==> src/rtl/nibble_serial_alu_ctrl.sv <==
// Sequences a W-bit add/logic op through an external 4-bit ALU, LSB nibble first, chaining carry.
// Latency NIBBLES+1 cycles from accept to res_valid; a held result blocks new commands until res_ready.
module nibble_serial_alu_ctrl #(
    parameter int NIBBLES = 4,
    localparam int W = 4 * NIBBLES
) (
    input  logic         clk,
    input  logic         rst_n,
    input  logic         cmd_valid,
    output logic         cmd_ready,
    input  logic [1:0]   cmd_op,
    input  logic [W-1:0] cmd_a,
    input  logic [W-1:0] cmd_b,
    input  logic         cmd_cin,
    output logic [3:0]   alu_a,
    output logic [3:0]   alu_b,
    output logic         alu_cin,
    output logic         alu_op1,
    output logic         alu_op0,
    input  logic [3:0]   alu_s,
    input  logic         alu_cf,
    input  logic         alu_of,
    output logic         res_valid,
    input  logic         res_ready,
    output logic [W-1:0] res_s,
    output logic         res_cf,
    output logic         res_of
);

    typedef enum logic [1:0] {
        S_IDLE = 2'd0,
        S_RUN  = 2'd1,
        S_DONE = 2'd2
    } state_e;

    localparam int IDX_W = (NIBBLES > 1) ? $clog2(NIBBLES) : 1;
    localparam logic [IDX_W-1:0] IDX_LAST = IDX_W'(NIBBLES - 1);
    localparam logic [IDX_W-1:0] IDX_ONE  = IDX_W'(1);

    state_e           state_q, state_d;
    logic [IDX_W-1:0] idx_q, idx_d;
    logic             carry_q, carry_d;
    logic [1:0]       op_q, op_d;
    logic [W-1:0]     a_q, a_d;
    logic [W-1:0]     b_q, b_d;
    logic [W-1:0]     res_s_q, res_s_d;
    logic             res_cf_q, res_cf_d;
    logic             res_of_q, res_of_d;
    logic             res_vld_q, res_vld_d;

    always_ff @(posedge clk) begin
        if (!rst_n) begin
            state_q   <= S_IDLE;
            idx_q     <= '0;
            carry_q   <= 1'b0;
            op_q      <= 2'b00;
            a_q       <= '0;
            b_q       <= '0;
            res_s_q   <= '0;
            res_cf_q  <= 1'b0;
            res_of_q  <= 1'b0;
            res_vld_q <= 1'b0;
        end else begin
            state_q   <= state_d;
            idx_q     <= idx_d;
            carry_q   <= carry_d;
            op_q      <= op_d;
            a_q       <= a_d;
            b_q       <= b_d;
            res_s_q   <= res_s_d;
            res_cf_q  <= res_cf_d;
            res_of_q  <= res_of_d;
            res_vld_q <= res_vld_d;
        end
    end

    always_comb begin
        state_d = state_q;
        case (state_q)
            S_IDLE:  if (cmd_valid) state_d = S_RUN;
            S_RUN:   if (idx_q == IDX_LAST) state_d = S_DONE;
            S_DONE:  if (res_ready) state_d = S_IDLE;
            default: state_d = S_IDLE;
        endcase
    end

    // ALU is driven only while RUN; everything is parked at zero otherwise.
    always_comb begin
        cmd_ready = (state_q == S_IDLE) && rst_n;
        alu_a     = 4'h0;
        alu_b     = 4'h0;
        alu_cin   = 1'b0;
        alu_op1   = 1'b0;
        alu_op0   = 1'b0;
        if (state_q == S_RUN) begin
            for (int i = 0; i < NIBBLES; i++) begin
                if (idx_q == i[IDX_W-1:0]) begin
                    alu_a = a_q[4*i +: 4];
                    alu_b = b_q[4*i +: 4];
                end
            end
            alu_op1 = op_q[1];
            alu_op0 = op_q[0];
            alu_cin = (op_q == 2'b00) ? carry_q : 1'b0;
        end
    end

    always_comb begin
        idx_d     = idx_q;
        carry_d   = carry_q;
        op_d      = op_q;
        a_d       = a_q;
        b_d       = b_q;
        res_s_d   = res_s_q;
        res_cf_d  = res_cf_q;
        res_of_d  = res_of_q;
        res_vld_d = res_vld_q;
        case (state_q)
            S_IDLE: begin
                if (cmd_valid) begin
                    a_d     = cmd_a;
                    b_d     = cmd_b;
                    op_d    = cmd_op;
                    carry_d = cmd_cin;
                    idx_d   = '0;
                end
            end
            S_RUN: begin
                for (int i = 0; i < NIBBLES; i++) begin
                    if (idx_q == i[IDX_W-1:0]) res_s_d[4*i +: 4] = alu_s;
                end
                carry_d = alu_cf;
                idx_d   = idx_q + IDX_ONE;
                // Only the top nibble's flags describe the full-width result.
                if (idx_q == IDX_LAST) begin
                    res_cf_d  = alu_cf;
                    res_of_d  = alu_of;
                    res_vld_d = 1'b1;
                end
            end
            S_DONE: begin
                if (res_ready) res_vld_d = 1'b0;
            end
            default: ;
        endcase
    end

    assign res_valid = res_vld_q;
    assign res_s     = res_s_q;
    assign res_cf    = res_cf_q;
    assign res_of    = res_of_q;

endmodule

==> config.mk <==
export PLATFORM = sky130hd
export DESIGN_NAME = nibble_serial_alu_ctrl
export DESIGN_NICKNAME = d
export VERILOG_FILES = /design/src/rtl/nibble_serial_alu_ctrl.sv
export SDC_FILE = /design/constraint.sdc
export NUM_CORES = 1
export LEC_CHECK = 0
export ABC_AREA = 1
export BUFFER_PORTS_ARGS = -buffer_cell sky130_fd_sc_hd__buf_2
export CORE_ASPECT_RATIO = 0.6
export CORE_MARGIN = 2
export CORE_UTILIZATION = 54
export DETAILED_ROUTE_END_ITERATION = 7
export MAX_ROUTING_LAYER = met4
export PLACE_DENSITY = 0.86
export SYNTH_ARGS = -nofsm -noshare
export SYNTH_HDL_FRONTEND = slang
export SYNTH_SLANG_ARGS = --single-unit
==> constraint.sdc <==
create_clock -name clk -period 2 [get_ports clk]
set_input_delay 0 -clock clk [delete_from_list [all_inputs] [get_ports clk]]
set_output_delay 0 -clock clk [all_outputs]
set_load 0.03 [all_outputs]
# == After elaboration in Yosys (flattened, before gate mapping) ==
# Cells that the tools add are included.
# word_totals
register_bits,58
inputBits,45
output_inout_bits,31
wordCells,61
# classes
add_sub_neg,1
n_eq_ne,8
n_mux,25
reduce_logical,14
# ops
operator,n
4-bit 2-to-1 mux,10
2-bit AND reduction,6
2-bit 2-to-1 mux,4
1-bit 2-to-1 mux,7
2-bit == test (second input constant),3
2-bit logical NOT,3
2-bit inequality test (second input constant),3
2-bit case mux with 3 select lines,1
3-bit AND reduction,2
2-bit by 1-bit == test with 1-bit output (second input constant),2
1-bit case mux with 2 select lines,2
2-bit case mux with 2 select lines,1
2-bit nonzero test,2
2-bit by 1-bit adder with 2-bit output (second input constant),1
1-bit logical AND,1

# == Longest topological paths before layout ==
# Gate-level depths: netlist of the first run.
# logic_depth
depth_word,6
ltp_mapped,8
depth_no_buf,7

# == Worst setup path after synthesis of the first run ==
# OpenSTA, ideal clock, no wires.
# synth_path
path_type,reg2reg
start,reg idx_q[0]
end,"reg res_s_q[0], in the netlist res_s[0]"
setup_ns,0.116
arrival_ns,1.209
required_time_ns,1.884
slack_ns,0.675
path_stages_with_launch,9
path_buffers,1
period_less_slack_ns,1.325
cell_sequence,dfxtp_1 -> inv_1 -> ha_1 -> clkbuf_1 -> inv_1 -> nor2_2 -> inv_1 -> nor2_1 -> nor2_1
# synth_via
elab_chain_len,2
# synth_rtl
element,line_no,text
"start, declared",41,"logic [IDX_W-1:0] idx_q, idx_d;"
"start signal, assigned",65,idx_q <= idx_d;
2-bit logical NOT,130,if (idx_q == i[IDX_W-1:0]) res_s_d[4*i +: 4] = alu_s;
2-bit AND reduction (no line),-,
"end signal, assigned",70,res_s_q <= res_s_d;
"end, declared",46,"logic [W-1:0] res_s_q, res_s_d;"
# No other way between the ends.
# A chain may end at the register's enable or synchronous reset.

# == Final worst setup path of the first run ==
# layout_path
start,reg idx_q[1]
end,out alu_b[1]
# layout_via
elab_chain_len,6
word_cells_on_any_way,9
classes_between,3 x eq/ne; 5 x mux; 1 x reduce/logical
# layout_rtl
element,line_no,text
2-bit logical NOT,97,if (idx_q == i[IDX_W-1:0]) begin
4-bit 2-to-1 mux (3 in a row),97,
4-bit 2-to-1 mux *,97,
4-bit 2-to-1 mux *,95,if (state_q == S_RUN) begin
"end, declared",16,"output logic [3:0] alu_b,"
# Mark *: on every way between the ends. The rest lies on a longest branch, timed or not.

==> results of run 1 <==
area by class of cell:
class / instances / area (um2)
fill: 307 / 945
clock buffer: 11 / 141
multi-input combinational: 258 / 1160
sequential: 58 / 1160
tap: 63 / 78.8
timing repair buffer: 124 / 863
clock inverter: 5 / 77.6
inverter: 17 / 66.3
layer usage:
metal,vias up,GRT usage
met1,1217,0.394
met3,18,0.119
met2,115,0.469
li1,1343,-
met5,-,-
met4,0,0.0909
kinds of logic after synthesis:
group | Yosys count
AND/OR/NAND/NOR | 188
AO/OA/AOI/OAI | 66
buffers and inverters | 32
adder cells (fa/ha/maj) | 4
flip-flops | 58
cells in the mapped netlist:
cell,n
nand3b_1,1
nand2_2,2
nand2_1,39
o21ai_0,52
o21ai_1,1
nor2_2,1
inv_4,1
nand3_1,11
buf_2,3
nor2_4,3
ha_1,4
inv_1,10
clkbuf_1,6
buf_4,5
inv_2,6
dfxtp_1,58
a21oi_1,12
buf_6,1
nor2_1,128
nand2_4,3
a21oi_2,1
where the power goes:
part	total [uW]	switching, uW	internal, uW
logic	479	282	197
clock network	1200	469	731
registers	1290	51.7	1230
total	2970	803	2160
worst min path at each step:
| stage | startpoint | endpoint | slack (ns) | cells after the start |
|---|---|---|---|---|
| floorplan | alu_s[0] | res_s[0]$_SDFFE_PN0P_ | 0.13 | 2 |
| CTS | cmd_cin | carry_q$_SDFFE_PN0P_ | 0.02 | 5 |
| finish | cmd_cin | carry_q$_SDFFE_PN0P_ | 0.03 | 5 |
| global placement | alu_of | res_of$_SDFFE_PN0P_ | 0.22 | 3 |
| detailed placement | alu_of | res_of$_SDFFE_PN0P_ | 0.24 | 3 |
| global route | cmd_cin | carry_q$_SDFFE_PN0P_ | 0.08 | 5 |
flip-flops by register name, summed over array words and instances (netlist names):
| name | flops |
|---|---|
| b_q | 16 |
| res_of | 1 |
| res_cf | 1 |
| idx_q | 2 |
| res_valid | 1 |
| op_q | 2 |
| carry_q | 1 |
| res_s | 16 |
| state_q | 2 |
| a_q | 16 |
worst max-delay path: stages, from the launching register on:
cell     delay (ns)
dfxtp_1        0.38
inv_1          0.08
ha_1           0.30
inv_2          0.20
nand3_1        0.12
nand2_1        0.11
nand2_1        0.07
nand2_1        0.09
buf_2          0.20
through the flow:
stage                      util  hold WS [ns]  total power (uW)  std cells  setup WS, ns
after global routing      0.790        0.0828              3090        536        0.0278
after CTS                 0.790        0.0185              2950        536         0.156
after global placement    0.634         0.223              1680        472         0.539
final                     0.790        0.0264              2970        536        0.0952
after detailed placement  0.634         0.243              1690        472         0.436
after floorplan               -         0.135              1570        348         0.675
what timing repair did:
action,4_1_cts,5_1_grt
hold endpoints to repair,54,0
hold buffers,48,0
endpoints found under the setup margin,0,0
buffers inserted,0,0
==> results.yml, run 1 <==
status:
  status: "finished, final reports clean"
cells_and_area:
  diodes: 0
  layout_common_cells: "nor2_1, buf_2, dfxtp_1"
  final_common_cell: "nor2_1"
  drive_gt1_frac: 0.228
  nNetsFinal: 517
  finalInstanceArea_um2: 3550
  syn2layout_area_growth_pct: 43.4
clocking:
  clk_latency_ns: 0.35
  cts_resized: 0
  htree_levels: 3
  cts.clk_slew.worst_paths_ns: 0.07
  cts_tree: "yes"
  cts.sinks: 58
  clockRootBuffer: "clkbuf_8"
  numCtsBuffers: 9
  clockBufferDepth: 2
drt:
  remaining_drc_errors: 0
  routedWlPerCell_um: 13.8
  routed_wl_um: 7390
  vias: 2693
  initialDrtViolationCount: 181
  wl_met3_um: 605
  met2WireLength_um: 3420
  ant_nets: 0
  viasPerCell: 5.02
  top_layer: "met4"
  wl_met1_um: 3250
  first_pass_iters: 5
critical_path:
  cp-start-kind: "flip-flop"
  reg2regPathDepth: 5
  critical_path.startpoint: "idx_q[1]$_SDFFE_PN0P_"
  path_max_fanout: 9
  required_ns: 2.00
  rrSetupSlack_ns: 0.23
  r2r-start: "state_q[0]$_SDFFE_PN0P_"
  crit_type: "reg -> out"
  worst_r2r_endpoint: "b_q[4]$_SDFFE_PN0P_"
  critPathArrivalTime_ns: 1.90
  critPathCapture: "alu_b[1]"
  end_kind: "output pin"
power_and_ir_drop:
  p_per_area_nw_per_um2: 836
  ir_drop_mv: 0.836
  power.leakage_uw: 0.00175
logic_synthesis:
  syn_nets: 397
  synth.distinct_cells: 21
  synth_compound_area_frac: 0.135
  yosys.area_share.simple: 0.314
  seq_area_frac_synth: 0.469
  yosysWarnings: 0
  yosys_register_bits: 58
  synth_area_per_cell_um2: 7.11
  synth_top_family_by_area: "simple AND/OR/NAND/NOR gates"
  netlist_instances: 348
  yosys.area_share.xor_xnor: 0
  synth.mux.area_fraction: 0
  yosysTopAreaCell: "dfxtp_1"
  post_synth_main_area_contributors: "dfxtp_1, nor2_1, o21ai_0, nand2_1, a21oi_1"
  synth_adder_area_share: 0.0202
  synth_area_um2: 2470
  synth_top_area_share: 0.469
sta:
  worstMarginPinSlew_ns: 0.445
  slew_headroom: 0.700
  period_minus_slack_ns: 1.90
  slew_violations: 0
  period_share: 0.952
  hold_viol_final: 0
  setup_violations: 0
  clock.fmax_mhz: 525
  tns_ns: 0
  clock_skew_ns: 0.0107
  rsz0062_at_grt: "no"
place:
  dpl_cell_area_um2: 2850
  hpwl_um: 4310
  io_buffers: 75
  gp_congestion: 0.786
floorplanning:
  core_area_um2: 4490
  dieWidth_um: 91.4
  die_area_um2: 5160
  io_pins: 76
  initial_core_util: 0.551
  fp.dieH_um: 56.4
  rows: 19
grt:
  globalRouteTotalUtil: 0.312
  grt_pass1_vias: 2611
  antenna_found_initial: 0
  grt_pass1_wl_um: 12000
  grt_max_degree: 46
  overflow: 0
job:
  drv_cap: 0
hold_path:
  hold_path_class: "in -> reg"
No activity file was read; power rests on OpenSTA's default activity.
==> run 2: changes to the inputs <==
- CORE_UTILIZATION: 54 -> 35
- PLACE_DENSITY: 0.86 -> 0.61
==> run 2 against run 1 <==
  * Utilization shrank 26 points
  * Design area grew 1.1%
  * Wire length shrank 6.7%
  * Die area grew 51%
  * Flip-flop and latch count is the same
  * Sequential share of layout area shrank 0.37 points
  * Clock power grew 27%
  * Sequential power is essentially flat
  * Worst hold slack gained 0.0083 ns
  * Global-route usage shrank 13 points
  * Non-clock buffer count shrank 7
  * Highest routed layer unchanged
==> results.yml, run 2 (same netlist as run 1, synthesis figures left out) <==
power_and_ir_drop:
  p_per_area_nw_per_um2: 907
  ir_drop_mv: 0.434
  power.leakage_uw: 0.00176
sta:
  rsz0062_at_grt: "no"
  clock.fmax_mhz: 546
  worstMarginPinSlew_ns: 0.422
  slew_headroom: 0.718
  tns_ns: 0
  period_minus_slack_ns: 1.83
  setup_slack_ns: 0.168
  slew_violations: 0
  hold_viol_final: 0
  period_share: 0.916
  clock_skew_ns: 0.00550
  setup_violations: 0
cells_and_area:
  diodes: 0
  nNetsFinal: 510
  final_common_cell: "nor2_1"
  final_cells: 553
  layout_common_cells: "nor2_1, buf_2, dfxtp_1"
  num-fill-cells: 653
  drive_gt1_frac: 0.227
  syn2layout_area_growth_pct: 45.1
job:
  drv_cap: 0
clocking:
  cts.sinks: 58
  ctsHoldBuffers: 41
  cts_tree: "yes"
  cts_resized: 0
  clk_latency_ns: 0.32
  clockRootBuffer: "clkbuf_16"
  cts_setup_buffers: 0
  numCtsBuffers: 9
  clockBufferDepth: 2
  cts.clk_slew.worst_paths_ns: 0.05
  htree_levels: 3
drt:
  routedWlPerCell_um: 12.5
  remaining_drc_errors: 0
  first_pass_iters: 4
  viasPerCell: 4.66
  initialDrtViolationCount: 136
  routed_wl_um: 6900
  ant_nets: 0
  vias: 2575
critical_path:
  crit_cells: 8
  rrSetupSlack_ns: 0.35
  path_max_fanout: 9
  crit_path_cell_trace: "inv_1, ha_1, inv_2, nor2_1, nor2_1, nand2_1, nand2_1, buf_2"
  reg2regPathDepth: 7
  crit_type: "reg -> out"
  cpLargestDelayFamily: "buffers and inverters"
  slowest_delay_ns: 0.37
  slowest_stage: "dfxtp_1"
  critPathArrivalTime_ns: 1.83
  path_buf_inv: 3
  required_ns: 2.00
  cp-start-kind: "flip-flop"
  end_kind: "output pin"
grt:
  grt_max_degree: 37
  globalRouteTotalUtil: 0.185
  grt_pass1_wl_um: 11200
  grt_pass1_vias: 2412
  overflow: 0
  antenna_found_initial: 0
floorplanning:
  initial_core_util: 0.366
  io_pins: 76
  core_area_um2: 6760
  fp.dieH_um: 69.1
  die_area_um2: 7780
  dieWidth_um: 113
  rows: 23
place:
  dpl.cell_count: 496
  gp_congestion: 0.829
  post-place-ws_ns: 0.378
  hpwl_um: 4760
  io_buffers: 75
status:
  status: "finished, final reports clean"
hold_path:
  hold_path_class: "in -> reg"
  hold_depth: 5
==> run 2: cell types whose count changed in the layout (fill, tap and decap cells not counted), sizes merged <==
| cell | delta |
|---|---|
| clkbuf | +3 |
| clkinvlp | -1 |
| bufinv | -1 |
| clkinv | -1 |
| dlygate4sd3 | -7 |
==> run 2: final timing paths <==
path / startpoint / end
max: idx_q[0]$_SDFFE_PN0P_ / alu_a[0]
min reg2reg: res_valid$_SDFFE_PN0P_ / res_valid$_SDFFE_PN0P_
max reg2reg: idx_q[1]$_SDFFE_PN0P_ / res_s[6]$_SDFFE_PN0P_
min: cmd_cin / carry_q$_SDFFE_PN0P_
==> run 2: final cells by class <==
class / count / area (um2) / area share
clock buffer: 14 / 264 / 0.0736
tap: 87 / 109 / 0.0303
sequential: 58 / 1160 / 0.324
multi-input combinational: 258 / 1160 / 0.323
clock inverter: 2 / 35.0 / 0.00976
timing repair buffer: 117 / 793 / 0.221
inverter: 17 / 66.3 / 0.0185
==> run 2: routing by layer <==
layer / GRT usage / wire (um) / vias to the layer above
li1: - / - / 1331
met1: 0.260 / 3610 / 1166
met2: 0.258 / 2870 / 76
met3: 0.0501 / 398 / 2
met4: 0.0556 / 13 / 0
met5: - / 0 / -
==> run 2: stage by stage <==
step	util	total power (uW)	hold WS (ns)	cell area [um2]
final	0.531	3260	0.0346	3590
after detailed placement	0.426	1700	0.243	2880
after global placement	0.426	1690	0.222	2880
after global routing	0.531	3410	0.0469	3590
after CTS	0.531	3280	0.0334	3590
after floorplan	-	1570	0.135	2470
==> run 2: worst register-to-register path: stages, from the launching register on <==
cell and delay (ns):
dfxtp_1 0.33, inv_1 0.10, ha_1 0.38, inv_2 0.17, nor2_1 0.31, inv_2 0.10, nor2_1 0.09, nor2_1 0.05
==> run 2: power by group <==
group | internal (uW) | leakage, uW | total, uW | switching [uW]
Combinational | 185 | 0.00113 | 453 | 269
Clock | 1030 | 0.000147 | 1520 | 489
Sequential | 1240 | 0.000477 | 1280 | 47.6
Total | 2450 | 0.00176 | 3260 | 805
==> run 3: changes to the inputs <==
- CELL_PAD_IN_SITES_DETAIL_PLACEMENT: default -> 1
- CELL_PAD_IN_SITES_GLOBAL_PLACEMENT: default -> 1
- CORE_MARGIN: 2 -> 3
- CORE_UTILIZATION: 35 -> 38
- PLACE_DENSITY: 0.61 -> 0.87
==> run 3 against run 2 <==
  * Final cell count fell by 0.90%
  * Clock power fell by 39%
  * First-iteration DRC count rose by 20%
  * Largest power group is now registers
==> results.yml, run 3 (same netlist as run 1, synthesis figures left out) <==
status:
  status: "finished, final reports clean"
sta:
  slew_violations: 0
  period_minus_slack_ns: 1.85
  worstMarginPinSlew_ns: 0.789
  rsz0062_at_grt: "no"
  tns_ns: 0
  period_share: 0.923
  clock.fmax_mhz: 542
  setup_violations: 0
  clock_skew_ns: 0.00769
  hold_viol_final: 0
  slew_headroom: 0.474
cells_and_area:
  final_cells: 548
  final_common_cell: "nor2_1"
  nNetsFinal: 510
  diodes: 0
  layout_common_cells: "nor2_1, buf_2, dfxtp_1"
  drive_gt1_frac: 0.231
  finalInstanceArea_um2: 3450
  syn2layout_area_growth_pct: 39.6
grt:
  globalRouteTotalUtil: 0.246
  grt_pass1_vias: 2836
  overflow: 0
  grt_pass1_wl_um: 13500
  grt_max_degree: 54
  antenna_found_initial: 0
floorplanning:
  die_area_um2: 7550
  initial_core_util: 0.399
  fp.dieH_um: 68.5
  core_area_um2: 6190
  rows: 22
  dieWidth_um: 110
  io_pins: 76
clocking:
  clockRootBuffer: "clkbuf_8"
  cts.sinks: 58
  clk_latency_ns: 0.34
  numCtsBuffers: 9
  cts_tree: "yes"
  htree_levels: 3
  clockBufferDepth: 2
  cts.clk_slew.worst_paths_ns: 0.06
place:
  io_buffers: 75
  gp_congestion: 0.813
  dpl.cell_count: 492
  dpl_cell_area_um2: 2870
  hpwl_um: 5380
critical_path:
  reg2regPathDepth: 7
  rrSetupSlack_ns: 0.33
  critPathArrivalTime_ns: 1.85
  end_kind: "output pin"
  cp-start-kind: "flip-flop"
  required_ns: 2.00
  path_max_fanout: 9
  crit_type: "reg -> out"
drt:
  routedWlPerCell_um: 15.3
  routed_wl_um: 8410
  initialDrtViolationCount: 163
  ant_nets: 0
  remaining_drc_errors: 0
  vias: 2673
  first_pass_iters: 5
  viasPerCell: 4.88
hold_path:
  hold_depth: 5
  hold_path_class: "in -> reg"
power_and_ir_drop:
  p_per_area_nw_per_um2: 777
  power.leakage_uw: 0.00169
  ir_drop_mv: 0.374
job:
  drv_cap: 0
-- run 3: changes by cell type in the layout (fill, tap and decap cells not counted), sizes merged --
cell / previous run / this run
bufinv: 1 / 0
clkbuf: 14 / 11
clkinvlp: 0 / 1
clkinv: 1 / 2
-- run 3: critical path, cell delays in order (launching register included) --
cell and delay, ns:
dfxtp_1 0.39, inv_1 0.09, ha_1 0.35, inv_4 0.17
nand3_1 0.08, nand2_1 0.08, nand2_1 0.07, nand2_1 0.08
buf_2 0.20
-- run 3: report_power, final --
group | leakage (uW) | switching (uW) | internal (uW)
sequential | 0.000477 | 50.2 | 1230
clock | 0.0000810 | 460 | 465
combinational | 0.00113 | 287 | 185
total | 0.00169 | 797 | 1880
-- run 3: repair_timing --
action / CTS / global route
endpoints found under the hold margin: 53 / 0
hold buffers: 41 / 0
gates resized for setup: 0 / 3
setup endpoints to repair: 0 / 7
setup buffers: 0 / 1
-- run 3: final cells by class --
cell class | count | area [um2]
fill | 806 | 2740
clock inverter | 3 | 17.5
sequential | 58 | 1160
multi-input combinational | 258 | 1160
tap | 84 | 105
inverter | 17 | 71.3
clock buffer | 11 | 141
timing repair buffer | 117 | 793
-- run 3: metrics by stage --
stage                util  setup slack, ns  power (uW)  hold WS (ns)
floorplan               -            0.675        1570         0.135
global placement    0.463            0.467        1690         0.223
detailed placement  0.463            0.277        1710         0.237
CTS                 0.555           0.0900        2680        0.0755
global route        0.557           0.0311        2810         0.144
finish              0.557            0.154        2680        0.0998
-- run 3: metal layers --
metal / vias to the layer above / part of all wire / track usage / wire, um
met5: - / 0 / - / 0
met4: 0 / 0.016 / 0.0753 / 134
met3: 17 / 0.061 / 0.0772 / 513
met2: 72 / 0.46 / 0.397 / 3860
met1: 1258 / 0.46 / 0.298 / 3900
li1: 1326 / - / - / -
-- run 3: worst paths after layout --
path / startpoint / end
setup / recovery: idx_q[1]$_SDFFE_PN0P_ / alu_a[3]
hold reg to reg: res_valid$_SDFFE_PN0P_ / res_valid$_SDFFE_PN0P_
setup reg to reg: idx_q[1]$_SDFFE_PN0P_ / res_s[7]$_SDFFE_PN0P_
hold / removal: cmd_cin / carry_q$_SDFFE_PN0P_
